--- src/rtl/mem_arb_pkg.sv ---
// Shared types for the unified-memory port arbiter: FSM states, grant owner,
// access size encodings and the alignment rule.
package mem_arb_pkg;

   typedef enum logic [1:0] {
      IDLE,
      ISSUE,
      RESP
   } state_t;

   typedef enum logic {
      OWN_IF,
      OWN_D
   } owner_t;

   localparam logic [1:0] SZ_WORD = 2'b00;
   localparam logic [1:0] SZ_BYTE = 2'b01;
   localparam logic [1:0] SZ_HALF = 2'b10;

   // Size 2'b11 falls through to the word rule.
   function automatic logic is_misaligned(input logic [1:0] size, input logic [1:0] lsb);
      case (size)
         SZ_BYTE: is_misaligned = 1'b0;
         SZ_HALF: is_misaligned = lsb[0];
         default: is_misaligned = (lsb != 2'b00);
      endcase
   endfunction

endpackage

--- src/rtl/mem_arb_starve_ctr.sv ---
// Saturating count of data grants made while a fetch waits; flags when the
// fetch must win the next arbitration.
module mem_arb_starve_ctr #(
   parameter int unsigned STARVE_MAX = 4
) (
   input  logic clk,
   input  logic rst,
   input  logic i_inc,
   input  logic i_clr,
   output logic o_starved
);

   localparam logic [3:0] MAX_CNT = 4'(STARVE_MAX);

   logic [3:0] r_cnt;

   always_ff @(posedge clk or negedge rst) begin
      if (!rst) begin
         r_cnt <= '0;
      end else if (i_clr) begin
         r_cnt <= '0;
      end else if (i_inc && (r_cnt != MAX_CNT)) begin
         r_cnt <= r_cnt + 4'd1;
      end
   end

   assign o_starved = (r_cnt == MAX_CNT);

endmodule

--- src/rtl/mem_port_arbiter.sv ---
// Handshaked sequencer for the shared instruction/data memory: arbitrates IF
// and MEM requests, checks alignment and drives the memory strobes.
module mem_port_arbiter
   import mem_arb_pkg::*;
#(
   parameter int unsigned ADDR_W     = 32,
   parameter int unsigned DATA_W     = 32,
   parameter int unsigned STARVE_MAX = 4
) (
   input  logic              clk,
   input  logic              rst,
   input  logic              if_req,
   input  logic [ADDR_W-1:0] if_addr,
   output logic              if_ready,
   output logic              if_err,
   output logic [DATA_W-1:0] if_rdata,
   input  logic              d_req,
   input  logic              d_we,
   input  logic [1:0]        d_size,
   input  logic [ADDR_W-1:0] d_addr,
   input  logic [DATA_W-1:0] d_wdata,
   output logic              d_ready,
   output logic              d_err,
   output logic [DATA_W-1:0] d_rdata,
   output logic [ADDR_W-1:0] mem_addr,
   output logic              mem_re,
   output logic              mem_we,
   output logic              mem_half,
   output logic              mem_byte,
   output logic [DATA_W-1:0] mem_wdata,
   input  logic [DATA_W-1:0] mem_rdata,
   input  logic              mem_ack
);

   state_t            r_state;
   owner_t            r_owner;
   logic              r_err;
   logic [ADDR_W-1:0] r_addr;
   logic [DATA_W-1:0] r_wdata;
   logic              r_we;
   logic [1:0]        r_size;
   logic [DATA_W-1:0] r_if_rdata;
   logic [DATA_W-1:0] r_d_rdata;

   logic w_idle;
   logic w_issue;
   logic w_resp;
   logic w_starved;
   logic w_grant_d;
   logic w_grant_if;
   logic w_misaligned;

   assign w_idle  = (r_state == IDLE);
   assign w_issue = (r_state == ISSUE);
   assign w_resp  = (r_state == RESP);

   // Data wins ties unless the pending fetch has been passed over STARVE_MAX times.
   assign w_grant_d    = d_req && !(if_req && w_starved);
   assign w_grant_if   = if_req && !w_grant_d;
   assign w_misaligned = w_grant_d ? is_misaligned(d_size, d_addr[1:0])
                                   : is_misaligned(SZ_WORD, if_addr[1:0]);

   mem_arb_starve_ctr #(
      .STARVE_MAX(STARVE_MAX)
   ) u_starve (
      .clk      (clk),
      .rst      (rst),
      .i_inc    (w_idle && w_grant_d && if_req),
      .i_clr    (w_idle && w_grant_if),
      .o_starved(w_starved)
   );

   always_ff @(posedge clk or negedge rst) begin
      if (!rst) begin
         r_state    <= IDLE;
         r_owner    <= OWN_IF;
         r_err      <= 1'b0;
         r_addr     <= '0;
         r_wdata    <= '0;
         r_we       <= 1'b0;
         r_size     <= SZ_WORD;
         r_if_rdata <= '0;
         r_d_rdata  <= '0;
      end else begin
         case (r_state)
            IDLE: begin
               if (w_grant_d || w_grant_if) begin
                  r_owner <= w_grant_d ? OWN_D : OWN_IF;
                  if (w_misaligned) begin
                     r_err   <= 1'b1;
                     r_state <= RESP;
                  end else begin
                     r_err   <= 1'b0;
                     r_addr  <= w_grant_d ? d_addr : if_addr;
                     r_wdata <= w_grant_d ? d_wdata : '0;
                     r_we    <= w_grant_d && d_we;
                     r_size  <= w_grant_d ? d_size : SZ_WORD;
                     r_state <= ISSUE;
                  end
               end
            end
            ISSUE: begin
               if (mem_ack) begin
                  if (!r_we) begin
                     if (r_owner == OWN_IF) r_if_rdata <= mem_rdata;
                     else                   r_d_rdata  <= mem_rdata;
                  end
                  r_state <= RESP;
               end
            end
            RESP: begin
               r_err   <= 1'b0;
               r_state <= IDLE;
            end
            default: r_state <= IDLE;
         endcase
      end
   end

   assign mem_re    = w_issue && !r_we;
   assign mem_we    = w_issue && r_we;
   assign mem_addr  = w_issue ? r_addr : '0;
   assign mem_wdata = w_issue ? r_wdata : '0;
   assign mem_half  = w_issue && (r_size == SZ_HALF);
   assign mem_byte  = w_issue && (r_size == SZ_BYTE);

   assign if_ready = w_resp && (r_owner == OWN_IF);
   assign d_ready  = w_resp && (r_owner == OWN_D);
   assign if_err   = if_ready && r_err;
   assign d_err    = d_ready && r_err;
   assign if_rdata = r_if_rdata;
   assign d_rdata  = r_d_rdata;

endmodule

--- config.mk ---
export PLATFORM = sky130hd
export DESIGN_NAME = mem_port_arbiter
export DESIGN_NICKNAME = d
export VERILOG_FILES = /design/src/rtl/mem_arb_pkg.sv /design/src/rtl/mem_arb_starve_ctr.sv /design/src/rtl/mem_port_arbiter.sv
export SDC_FILE = /design/constraint.sdc
export NUM_CORES = 1
export LEC_CHECK = 0
export CELL_PAD_IN_SITES_DETAIL_PLACEMENT = 1
export CELL_PAD_IN_SITES_GLOBAL_PLACEMENT = 2
export CORE_MARGIN = 4
export CORE_UTILIZATION = 23
export CTS_CLUSTER_DIAMETER = 120
export DETAILED_ROUTE_END_ITERATION = 16
export PLACE_DENSITY = 0.78
export SYNTH_ARGS = -nofsm -noshare
export SYNTH_HDL_FRONTEND = slang
export SYNTH_SLANG_ARGS = --single-unit
--- constraint.sdc ---
create_clock -name clk -period 2 [get_ports clk]
set_input_delay 0.4 -clock clk [delete_from_list [all_inputs] [get_ports clk]]
set_output_delay 0.4 -clock clk [all_outputs]
set_load 0.02 [all_outputs]
* After elaboration in Yosys (flattened, before gate mapping)
Index checks and enable logic that the tools add are counted.
** Cells by class
- $mul :: 0
- Reductions and logical operators :: 31
- Mux-type cells :: 17
- Divide/modulo/power cells :: 0
- Magnitude comparators :: 0
- Equality and inequality tests :: 10
- $add $sub $neg :: 1
- Shift-type cells :: 0
- Bitwise logic cells :: 3
** Operators by type and width (number)
- $mux W32 :: 4
- $logic_and A1 B1 Y1 :: 16
- $mux W2 :: 4
- $mux W4 :: 2
- $reduce_and A4 Y1 :: 2
- $reduce_bool A2 Y1 :: 4
- $eq A2 B1 Y1 const B :: 3
- $eq A2 B2 Y1 const B :: 3
- $reduce_and A2 Y1 :: 3
- $add A4 B1 Y4 const B :: 1
- $eq A4 B3 Y1 const B :: 1
- $mux W1 :: 4
- $ne A4 B3 Y1 const B :: 1
- $pmux W1 S2 :: 2
- $pmux W2 S2 :: 1
- $logic_not A1 Y1 :: 3
- $not A1 Y1 :: 3
- $reduce_and A3 Y1 :: 1
- $logic_not A2 Y1 :: 1
- $ne A2 B1 Y1 const B :: 1
- $ne A2 B2 Y1 const B :: 1
- $logic_or A1 B1 Y1 :: 1
** Storage, ports and cells
- Latch bits :: 0
- Memories kept :: 0
- Flip-flop bits (word level) :: 139
- Output and inout port bits :: 136
- RAM bits :: 0
- Bits in read-only memories :: 0
- Input port bits :: 136

* Depth between registers and ports, before layout
Gate-level depths: netlist of run 1.
- Depth after elaboration :: 9
- Gate-level depth with buffers :: 8
- Depth with buffers taken out :: 6

* Hierarchy
Synthesis of run 1 repeated with hierarchy kept, for this count alone.
** Unflattened totals
- Cells, all modules :: 527
- Area, all modules :: 6434.9 um2
** Modules (own cells, without submodules)
- mem_port_arbiter :: times used 1, seq. area each 3378.2 um2, area an instance 6200.9 um2, cells an instance 503
- mem_arb_starve_ctr :: times used 1, seq. area each 100.1 um2, area an instance 234.0 um2, cells an instance 24

* Worst setup path before layout of run 1
Ideal clock, no wire load.
- Path kind :: flip-flop to flip-flop
- From :: reg r_state[1]
- To :: reg r_d_rdata[10] (netlist: d_rdata[10])
- Period minus slack after synthesis :: 1.916 ns
- Path slack :: 0.084 ns
- Arrival :: 1.788 ns
- Path buffers :: 2
- Cell stages (with the launch flop) :: 7
- Library setup time :: 0.128 ns
- Data required time :: 1.872 ns
- Cell sequence :: dfrtp_1 -> nand2b_1 -> clkbuf_1 -> nor2_1 -> nand3_1 -> buf_2 -> mux2_1
** On the way
- Word-level cells in the longest chain between the ends :: 2
** Ends and longest elaborated chain
- from (decl) :: line mem_port_arbiter.sv:35 : state_t r_state;
- from (signal assigned) :: line mem_port_arbiter.sv:75 : r_state <= IDLE;
- from (signal assigned) :: line mem_port_arbiter.sv:91 : r_state <= RESP;
- from (signal assigned) :: line mem_port_arbiter.sv:98 : r_state <= ISSUE;
- $eq A2 B1 Y1 :: line mem_port_arbiter.sv:85 : case (r_state)
- $reduce_and A4 Y1 (no source line)
- to (signal assigned) :: line mem_port_arbiter.sv:106 : else r_d_rdata <= mem_rdata;
- to (decl) :: line mem_port_arbiter.sv:43 : logic [DATA_W-1:0] r_d_rdata;
No other way between the ends.
A chain may end at the register's enable or synchronous reset.

* Worst setup path after layout of run 1
- From :: reg r_state[1]
- To :: out mem_addr[27]
** On the way
- Word-level cells in the longest chain between the ends :: 2
** Ends and longest elaborated chain
- $eq A2 B1 Y1 :: line mem_port_arbiter.sv:54 : assign w_issue = (r_state == ISSUE);
- $mux W32 :: line mem_port_arbiter.sv:122 : assign mem_addr = w_issue ? r_addr : '0;
- to (decl) :: line mem_port_arbiter.sv:25 : output logic [ADDR_W-1:0] mem_addr,
No other way between the ends.

==> results.toml, run 1 <==
[floorplanning]
die_h_um = 170
row_count = 59
fp.coreArea_um2 = 25900
ioPinCount = 272
die-area_um2 = 28900
die_w_um = 170
initial_core_util_pct = 23.3

[sta]
slew_headroom_pct = 66.0
setup_violations = 1
clock.fmax_ghz = 0.497
holdWs_ps = 484
drv_slew = 0
worstMarginPinSlew_ps = 510
setup_slack_ps = -13.4
hold_viol_final = 0
fin_crit_ps = 2010
skew_ps = 8.86
post-route-period-util_pct = 101
rsz0062_at_grt = "yes"

[status]
status = "complete, but fails checks"
violations = "negative setup slack"

[cells_and_area]
nets = 937
drive_above_1_share_pct = 30.5
synthToLayoutAreaGrowth_pct = 72.1
diodes = 0
final_util_pct = 40.1
nFillCells = 2761

[setup_path]
path_common_cell = "buf_12"
slowest_stage = "dfrtp_2"
max_stage_delay_ps = 450
crit_chain = "nand2b_4 > buf_12 > buf_12 > nor2_1 > buf_4"
crit_arrival_ps = 1610
critPathCaptureType = "primary output"
cp.required_ps = 1600
path_delay_family = "buffers and inverters"
critPathKind = "reg2out"
cp_num_buf_inv = 3
crit_fanout = 27
startpoint_type = "flip-flop"

[hold_path]
hp-class = "reg2reg"

[place]
io_buffer_count = 271
pre_cts_slack_ps = -460
place.gp.congestion = 0.745
place_hpwl_mm = 15.1

[logic_synthesis]
async_flop_share_pct = 100
synth.largest_area_cell = "dfrtp_1"
yosysSeqAreaShare_pct = 57.7
synthCells = 485
syn_area_um2 = 6030
yosys.area.top_type_share_pct = 57.7
synth_area_per_cell_um2 = 12.4
synth_warnings = 0
synth-main-ff-cell = "dfrtp_1"
synth-edff-count = 0
yosysMostFrequentCell = "dfrtp_1"
synth_cell_types = 35
syn_nets = 624
synth_area_leaders = "dfrtp_1, mux2_1, a22o_1"
ys_ff_latch = 139
ys_top_cells_by_count = "dfrtp_1, mux2_1, and2_1"

[global_routing]
antenna_found_initial = 0
grt_util_met2_pct = 22.6
busiest_layer = "met2"
grt_max_degree = 49
grt-ovfl-total = 0
grtUsageMet1_pct = 18.5
grt_pass1_wl_mm = 32.0
grt_usage_pct = 14.1
grt_pass1_vias = 5555
use_met3_pct = 4.67

[clock_tree]
clk_pin_slew_worst_paths_ps = 70
cts_root_buffer = "clkbuf_16"
clockBufferDepth = 2
clock_sinks = 139
cts-htree-levels = 4
cts_tree = "built"
insertion_delay_ps = 420
cts_buffers = 17

[pwr]
p_switching_mw = 5.90
p_int_mw = 9.81
combPwrFrac_pct = 48.7
swShare_pct = 37.6
pwr-share-clk_pct = 20.9
peakVddDrop_uv = 643
p_leak_nw = 4.66
p_seq_share_pct = 30.4
powerDensity_nw_per_um2 = 1510

[detailed_routing]
drc = 0
postRouteAntennaNets = 0
via_count = 5046
first_pass_iters = 4
viasPerCell = 4.40
first_iter_violations = 165
post_drt_wl_per_cell_um = 18.4
routed_wl_mm = 21.1

[run]
maxCapViolations = 0
worst register-to-register path, delay by kind of cell, from the launching register on:
family	cells	cell delay, ps
buffers and inverters	3	480
DFF	1	450
AOI/OAI and AO/OA	3	560
and+or+nand+nor	1	400
final cells by class:
type	instances	area [µm²]	area share, %
Tap cell	335	419	4.04
Timing Repair Buffer	328	3250	31.3
Multi-Input combinational cell	279	2500	24.1
Clock inverter	15	185	1.78
Sequential cell	139	3480	33.5
Inverter	33	124	1.19
Clock buffer	17	425	4.10
registers in the layout, indices dropped and copies added, names as in the netlist:
name,count
r_addr,32
u_starve.r_cnt,4
r_size,2
d_rdata,32
if_rdata,32
r_err,1
r_state,2
r_we,1
r_owner,1
r_wdata,32
logic make-up (layout without fill, tap and decap cells):
group                    Yosys count  count (layout)  synth area share [%]
flip-flops                       139             139                  57.7
AO/OA/AOI/OAI                    115             115                  16.2
AND/OR/NAND/NOR                   96              96                  8.55
buffers and inverters             67             393                  4.81
multiplexers                      65              65                  12.1
adder cells (fa/ha/maj)            3               3                 0.622
per-layer routing:
metal | part of all wire, % | vias up
met1 | 45 | 2479
met5 | 0 | -
met3 | 7.7 | 14
met2 | 46 | 200
li1 | - | 2353
met4 | 1.3 | 0
through the flow:
stage	TNS, ps	cells	power (mW)	cell area (µm²)
6_report	-13.4	1146	15.7	10400
5_1_grt	-3340	1146	16.7	10400
4_1_cts	-492	1143	15.8	10200
3_5_place_dp	-29680	1104	12.2	9510
3_3_place_gp	-26870	1104	12.0	9510
2_1_floorplan	0	485	8.37	6030
cells in the final DEF, fill, tap and decap left out, types with 12 or more instances in the layout:
master           Yosys  layout
buf_4                0      51
and2_4               0      20
o32ai_1             30      19
buf_12               0      12
a21oi_2             30      29
buf_6                4      35
clkdlybuf4s50_1      0     198
and2_1              37      17
nor2_1              33      24
mux2_1              65      62
clkbuf_16            0      18
a22o_1              36      36
inv_1               33      33
dfrtp_1            139     137
buf_2                7      26
power groups by stage:
stage | sequential (mW) | clock (mW) | combinational (mW)
2_1_floorplan | 5.48 | 0 | 2.89
3_3_place_gp | 4.76 | 0 | 7.25
3_5_place_dp | 4.80 | 0 | 7.36
4_1_cts | 4.78 | 3.41 | 7.65
5_1_grt | 4.95 | 3.53 | 8.23
6_report | 4.78 | 3.28 | 7.65
path summary, 6_finish.rpt:
| kind | to | cells past startpoint | slack (ps) | from |
|---|---|---|---|---|
| max in group asynchronous | r_addr[2] | 3 | 870 | rst |
| worst max-delay path | mem_addr[27] | 5 | -10 | r_state[1] |
| min in group asynchronous | if_rdata[10] | 2 | 500 | rst |
| worst max register to register | r_addr[22] | 7 | 10 | r_state[1] |
| worst min register to register | if_rdata[18] | 1 | 480 | if_rdata[18] |
| worst min-delay path | if_rdata[18] | 1 | 480 | if_rdata[18] |
what timing repair did:
| item | CTS | global route |
|---|---|---|
| hold buffers | 1 | 0 |
| endpoints found under the hold margin | 43 | 0 |
| pin swaps | 18 | 3 |
| setup endpoints to repair | 124 | 150 |
| resized for setup | 368 | 50 |
| setup buffers | 4 | 1 |
| gates cloned | 2 | 2 |
Note: power is estimated with default switching activity, not from simulation.
==> run 2: changes to the inputs <==
--- a/config.mk
+++ b/config.mk
@@ -5,6 +5,7 @@
 export SDC_FILE = /design/constraint.sdc
 export NUM_CORES = 1
 export LEC_CHECK = 0
+export CAP_MARGIN = 20
 export CELL_PAD_IN_SITES_DETAIL_PLACEMENT = 1
 export CELL_PAD_IN_SITES_GLOBAL_PLACEMENT = 2
 export CORE_MARGIN = 4
@@ -12,6 +13,7 @@
 export CTS_CLUSTER_DIAMETER = 120
 export DETAILED_ROUTE_END_ITERATION = 16
 export PLACE_DENSITY = 0.78
+export SLEW_MARGIN = 20
 export SYNTH_ARGS = -nofsm -noshare
 export SYNTH_HDL_FRONTEND = slang
 export SYNTH_SLANG_ARGS = --single-unit
==> results of run 2 <==
The final DEF is identical to that of run 1; final timing and power are the same.
==> run 3: changes to the inputs <==
--- a/config.mk
+++ b/config.mk
@@ -5,7 +5,6 @@
 export SDC_FILE = /design/constraint.sdc
 export NUM_CORES = 1
 export LEC_CHECK = 0
-export CAP_MARGIN = 20
 export CELL_PAD_IN_SITES_DETAIL_PLACEMENT = 1
 export CELL_PAD_IN_SITES_GLOBAL_PLACEMENT = 2
 export CORE_MARGIN = 4
==> results of run 3 <==
The final DEF is identical to that of run 1; final timing and power are the same.
